===== config.mk =====
export PLATFORM = sky130hd
export DESIGN_NAME = e310_spi_arbiter
export DESIGN_NICKNAME = d
export VERILOG_FILES = /design/src/rtl/e310_spi_arbiter.sv
export SDC_FILE = /design/constraint.sdc
export NUM_CORES = 1
export LEC_CHECK = 0
export BUFFER_PORTS_ARGS = -buffer_cell sky130_fd_sc_hd__buf_4
export CAP_MARGIN = 5
export CORE_MARGIN = 3
export CORE_UTILIZATION = 45
export DETAILED_ROUTE_END_ITERATION = 12
export HOLD_SLACK_MARGIN = 0.1
export PLACE_DENSITY_LB_ADDON = 0.3
export SYNTH_ARGS = -nofsm -noshare
export SYNTH_HDL_FRONTEND = slang
export SYNTH_SLANG_ARGS = --single-unit

===== constraint.sdc =====
create_clock -name bus_clk -period 1.84 [get_ports bus_clk]
set_clock_uncertainty 0.15 [all_clocks]
set_input_delay 0.368 -clock bus_clk [delete_from_list [all_inputs] [get_ports bus_clk]]
set_output_delay 0.368 -clock bus_clk [all_outputs]
set_load 0.05 [all_outputs]

===== src/rtl/e310_spi_arbiter.sv =====
`default_nettype none
// +--------------------------------------------------------------------------+
// | Module   : e310_spi_arbiter                                              |
// | Brief    : Round-robin arbiter and serializer sharing one AD9361 SPI     |
// |            bus between two radio channels. Each granted request is a     |
// |            complete 24-bit word shifted out MSB first. The last 8        |
// |            captured MISO bits return on the granted channel's response.  |
// | Revision : 1.0  initial release                                          |
// +--------------------------------------------------------------------------+
module e310_spi_arbiter #(
    parameter int WIDTH    = 24,
    parameter int CLK_DIV  = 2,
    parameter int CS_SETUP = 2,
    parameter int CS_HOLD  = 2,
    parameter int IDLE_GAP = 4
) (
    input  logic             bus_clk,
    input  logic             bus_rst,
    input  logic [WIDTH-1:0] req0_tdata,
    input  logic             req0_tvalid,
    output logic             req0_tready,
    output logic [7:0]       resp0_tdata,
    output logic             resp0_tvalid,
    input  logic             resp0_tready,
    input  logic [WIDTH-1:0] req1_tdata,
    input  logic             req1_tvalid,
    output logic             req1_tready,
    output logic [7:0]       resp1_tdata,
    output logic             resp1_tvalid,
    input  logic             resp1_tready,
    output logic             spi_sen,
    output logic             spi_sclk,
    output logic             spi_mosi,
    input  logic             spi_miso,
    output logic             busy,
    output logic             last_grant
);

    // Shared phase/delay counter must hold the largest of the four delays.
    localparam int C_CNT_MAX = (CLK_DIV > CS_SETUP ?
                                    (CLK_DIV > CS_HOLD ? (CLK_DIV > IDLE_GAP ? CLK_DIV : IDLE_GAP)
                                                       : (CS_HOLD > IDLE_GAP ? CS_HOLD : IDLE_GAP))
                                  : (CS_SETUP > CS_HOLD ? (CS_SETUP > IDLE_GAP ? CS_SETUP : IDLE_GAP)
                                                        : (CS_HOLD > IDLE_GAP ? CS_HOLD : IDLE_GAP)));
    localparam int C_CNT_W   = $clog2(C_CNT_MAX + 1);
    localparam int C_BIT_W   = $clog2(WIDTH + 1);

    typedef enum logic [2:0] {
        ST_IDLE  = 3'd0,
        ST_ARB   = 3'd1,
        ST_SETUP = 3'd2,
        ST_SHIFT = 3'd3,
        ST_HOLD  = 3'd4,
        ST_RESP  = 3'd5,
        ST_GAP   = 3'd6
    } state_t;

    state_t              r_state;
    state_t              w_next;
    logic [C_CNT_W-1:0]  r_cnt;
    logic [C_BIT_W-1:0]  r_bit_cnt;
    logic [WIDTH-1:0]    r_sr;
    logic                r_miso_q;
    logic                r_grant;

    logic                w_any_valid;
    logic                w_arb_pick;
    logic                w_sel_valid;
    logic [WIDTH-1:0]    w_sel_data;
    logic                w_phase_end;
    logic                w_last_bit;
    logic                w_setup_done;
    logic                w_hold_done;
    logic                w_gap_done;
    logic                w_resp_valid;
    logic                w_resp_ready;

    assign w_any_valid  = req0_tvalid | req1_tvalid;
    // On a tie the channel not served last time wins.
    assign w_arb_pick   = (req0_tvalid & req1_tvalid) ? ~last_grant : req1_tvalid;
    assign w_sel_valid  = r_grant ? req1_tvalid : req0_tvalid;
    assign w_sel_data   = r_grant ? req1_tdata  : req0_tdata;
    assign w_phase_end  = (r_cnt == C_CNT_W'(CLK_DIV - 1));
    assign w_last_bit   = (r_bit_cnt == C_BIT_W'(WIDTH - 1));
    assign w_setup_done = (r_cnt == C_CNT_W'(CS_SETUP - 1));
    assign w_hold_done  = (r_cnt == C_CNT_W'(CS_HOLD - 1));
    assign w_gap_done   = (r_cnt == C_CNT_W'(IDLE_GAP - 1));
    assign w_resp_valid = resp0_tvalid | resp1_tvalid;
    assign w_resp_ready = r_grant ? resp1_tready : resp0_tready;

    // State register.
    always_ff @(posedge bus_clk) begin
        if (bus_rst) begin
            r_state <= ST_IDLE;
        end else begin
            r_state <= w_next;
        end
    end

    // Next-state decode.
    always_comb begin
        w_next = r_state;
        case (r_state)
            ST_IDLE:  if (w_any_valid) w_next = ST_ARB;
            // A request withdrawn before its grant simply returns to idle.
            ST_ARB:   w_next = w_sel_valid ? ST_SETUP : ST_IDLE;
            ST_SETUP: if (w_setup_done) w_next = ST_SHIFT;
            ST_SHIFT: if (spi_sclk && w_phase_end && w_last_bit) w_next = ST_HOLD;
            ST_HOLD:  if (w_hold_done) w_next = ST_RESP;
            ST_RESP:  if (w_resp_valid && w_resp_ready) w_next = ST_GAP;
            ST_GAP:   if (w_gap_done) w_next = ST_IDLE;
            default:  w_next = ST_IDLE;
        endcase
    end

    // Phase/delay counter: restarts on every state change and every SCLK half-period.
    always_ff @(posedge bus_clk) begin
        if (bus_rst) begin
            r_cnt <= '0;
        end else if (w_next != r_state) begin
            r_cnt <= '0;
        end else if (r_state == ST_SHIFT && w_phase_end) begin
            r_cnt <= '0;
        end else if (r_state == ST_SETUP || r_state == ST_SHIFT ||
                     r_state == ST_HOLD  || r_state == ST_GAP) begin
            r_cnt <= r_cnt + C_CNT_W'(1);
        end
    end

    // Grant, shift register, SPI pins and response ports.
    always_ff @(posedge bus_clk) begin
        if (bus_rst) begin
            r_grant      <= 1'b0;
            last_grant   <= 1'b1;
            r_sr         <= '0;
            r_miso_q     <= 1'b0;
            r_bit_cnt    <= '0;
            req0_tready  <= 1'b0;
            req1_tready  <= 1'b0;
            resp0_tdata  <= '0;
            resp1_tdata  <= '0;
            resp0_tvalid <= 1'b0;
            resp1_tvalid <= 1'b0;
            spi_sen      <= 1'b1;
            spi_sclk     <= 1'b0;
            spi_mosi     <= 1'b0;
            busy         <= 1'b0;
        end else begin
            req0_tready <= 1'b0;
            req1_tready <= 1'b0;
            busy        <= (w_next != ST_IDLE);
            case (r_state)
                ST_IDLE: begin
                    // Decide here so tready is a registered pulse in the ARB cycle.
                    if (w_any_valid) begin
                        r_grant     <= w_arb_pick;
                        req0_tready <= ~w_arb_pick;
                        req1_tready <= w_arb_pick;
                    end
                end
                ST_ARB: begin
                    if (w_sel_valid) begin
                        r_sr       <= w_sel_data;
                        spi_mosi   <= w_sel_data[WIDTH-1];
                        spi_sen    <= 1'b0;
                        last_grant <= r_grant;
                        r_bit_cnt  <= '0;
                    end
                end
                ST_SHIFT: begin
                    if (w_phase_end) begin
                        if (!spi_sclk) begin
                            spi_sclk <= 1'b1;
                            r_miso_q <= spi_miso;
                        end else begin
                            // Captured bit enters the LSB as data leaves the MSB.
                            spi_sclk  <= 1'b0;
                            r_sr      <= {r_sr[WIDTH-2:0], r_miso_q};
                            spi_mosi  <= w_last_bit ? 1'b0 : r_sr[WIDTH-2];
                            r_bit_cnt <= r_bit_cnt + C_BIT_W'(1);
                        end
                    end
                end
                ST_HOLD: begin
                    if (w_hold_done) begin
                        spi_sen <= 1'b1;
                        if (r_grant) begin
                            resp1_tdata <= r_sr[7:0];
                        end else begin
                            resp0_tdata <= r_sr[7:0];
                        end
                    end
                end
                ST_RESP: begin
                    if (!w_resp_valid) begin
                        resp0_tvalid <= ~r_grant;
                        resp1_tvalid <= r_grant;
                    end else if (w_resp_ready) begin
                        resp0_tvalid <= 1'b0;
                        resp1_tvalid <= 1'b0;
                    end
                end
                default: begin
                end
            endcase
        end
    end

endmodule
`default_nettype wire


==> out/qor.csv <==
metric,value,unit
worstPathRequired,1.96,ns
synth_warnings,0,
reg2reg_slack,0.02,ns
min_from,spi_miso,
power_leakage,1.82,nW
cts_htree_levels,3,
drive_gt1_frac,0.350,
power_frac_comb,0.202,
drtIter0Drc,231,
fin_crit,1.82,ns
setup_viol,0,
start_kind,flip-flop,
swShare,0.289,
clkTransAtPathRegs,0.07,ns
antenna_found_initial,0,
dieWidth,88.6,um
crit_path_end_kind,flip-flop,
clkLatencyLatePin,0.34,ns
gr-total-overflow,0,
synth_top_cells_by_area,"dfxtp_1, mux2i_1, o2111ai_1",
syn-num-nets,411,
cts_buffer_depth,2,
routedWlPerCell,15.8,um
clkPwrFrac,0.368,
slew_viol_final,0,
dr.pass1.iters,4,
syn_area,3070,um2
crit_type,reg2reg,
diodes,0,
p_seq_frac,0.430,
whs,0.139,ns
synth_top_area_share,0.398,
yosysTopAreaCell,dfxtp_1,
finish.instance_area,4260,um2
nets,502,
placed_area,3840,um2
place_hpwl,5430,um
fin_crit_sh,0.989,
finalHoldViolations,0,
syn_inst,352,
drt-total-wl,8300,um
layout_common_cells,"buf_4, dfxtp_1, mux2i_1",
cts_inserted_buffers,9,
synthFlopType,dfxtp_1,
core_area,6490,um2
r2r-start,r_grant,
r2r-end,r_cnt[2],
status,"finished, final reports clean",
fp.dieArea,7850,um2
r2r_cells,4,
avgSynthCellArea,8.72,um2
io_pins,80,
drt-vias-per-instance,5.79,
grtUsageTotal,0.204,
cp.arrival,1.94,ns
cts_tree,yes,
antenna_left,0,
rows,29,
power.switching,0.000956,W
worst_pin_slew,0.489,ns
fp.dieH,88.6,um
worstHoldEndpoint,r_miso_q,
place_congestion,0.885,
start_util,0.473,
yosys_register_bits,61,
cts_sinks,61,
fmax,550,MHz
root_buffer,clkbuf_8,
vias,3042,
syn2layout_area_growth,38.8,%
grt_max_degree,37,
max_cap_viol_count,0,
hold_path_class,in2reg,
final_common_cell,buf_4,
rsz0062_at_grt,yes,
yosysUniqueCellTypes,45,
seq_area_frac_synth,0.398,
grt_pass1_wl,12600,um
maxSlewHeadroom,0.674,
hold_depth,3,
drc,0,
internal_power,0.00235,W
synth_edf_count,0,
first_global_vias,2711,
power_density,776,nW/um2
cp_max_fo,5,
vdd_drop_max,327,uV
async_reset_ff_frac,0,
portBuffers,79,
[kinds of logic after synthesis]
| family | count (synthesis) | synth area share |
|---|---|---|
| AO/OA/AOI/OAI | 113 | 0.229 |
| AND/OR/NAND/NOR | 93 | 0.156 |
| flip-flops | 61 | 0.398 |
| multiplexers | 43 | 0.142 |
| buffers and inverters | 37 | 0.0558 |
| adder cells (fa/ha/maj) | 4 | 0.0163 |
| XOR/XNOR | 1 | 0.00285 |
[repair_timing]
action / in CTS / in global routing
setup endpoints to repair: 32 / 33
gates cloned: 0 / 4
setup buffers: 1 / 5
pin swaps: 1 / 7
hold buffers: 0 / 0
resized for setup: 12 / 26
[layer usage]
layer | part of all wire | vias up | global-route usage
met4 | 0.015 | 0 | 0.0604
met2 | 0.48 | 85 | 0.324
met3 | 0.046 | 13 | 0.0596
met1 | 0.46 | 1445 | 0.270
met5 | 0 | - | 0
li1 | - | 1499 | -
[critical path, stage by stage, from the launching register on]
cell      delay [ns]
dfxtp_4         0.38
mux2_4          0.35
a32o_2          0.25
or3_4           0.41
a211oi_2        0.21
[worst max-delay path by stage]
stage	cells past startpoint	start	slack [ns]	endpoint
CTS	6	r_cnt[0]	-0.002	r_cnt[0]
global route	6	r_cnt[1]	-0.02	r_bit_cnt[3]
global placement	5	r_bit_cnt[0]	-0.1	busy
floorplan	6	r_cnt[0]	0.02	resp1_tdata[0]
finish	4	r_grant	0.02	r_cnt[2]
detailed placement	5	r_cnt[0]	-0.09	busy
[synthesized netlist by cell type, drive strengths merged (2+ instances only)]
master   number
ha            4
buf          19
and3b         2
o21ai        33
nor2         22
nand2b        3
a211oi        4
nand2        34
a31oi         3
nor2b         3
mux2          2
nand4         4
nand3b        2
dfxtp        61
a21oi        40
o2111ai      23
nand3         5
clkbuf       13
or4           3
mux2i        41
inv           5
nor3          3
nor3b         2
o31ai         3
o311ai        2
or3           3
[state kept, by name (all words and copies together) (netlist names), 3 cells and up]
name and count:
r_bit_cnt 5, r_cnt 3, r_sr 23, r_state 3, resp0_tdata 8, resp1_tdata 8
[final cells by class]
class                      instances  area (um2)
fill                             540        2230
multi-input combinational        255        1800
sequential                        61        1240
timing repair buffer             111         912
clock buffer                      10         138
tap                               77        96.3
clock inverter                     6        62.6
inverter                           5        18.8
[power groups by stage]
stage | clock [W] | combinational, W | sequential, W
floorplan | 0 | 0.000330 | 0.00148
global placement | 0 | 0.000570 | 0.00145
detailed placement | 0 | 0.000578 | 0.00145
CTS | 0.00124 | 0.000596 | 0.00142
global route | 0.00129 | 0.000723 | 0.00143
finish | 0.00122 | 0.000669 | 0.00142
[per-stage QoR]
step           std cells  total power (W)  TNS (ns)  utilization  worst slack, ns
6_report             525          0.00331         0        0.656           0.0208
3_5_place_dp         500          0.00203    -0.499        0.591          -0.0923
4_1_cts              517          0.00325  -0.00230        0.630         -0.00230
3_3_place_gp         500          0.00202    -0.107        0.591          -0.0977
5_1_grt              525          0.00344   -0.0654        0.656          -0.0236
2_1_floorplan        352          0.00181         0            -           0.0196
(Power assumes the default switching activity.)
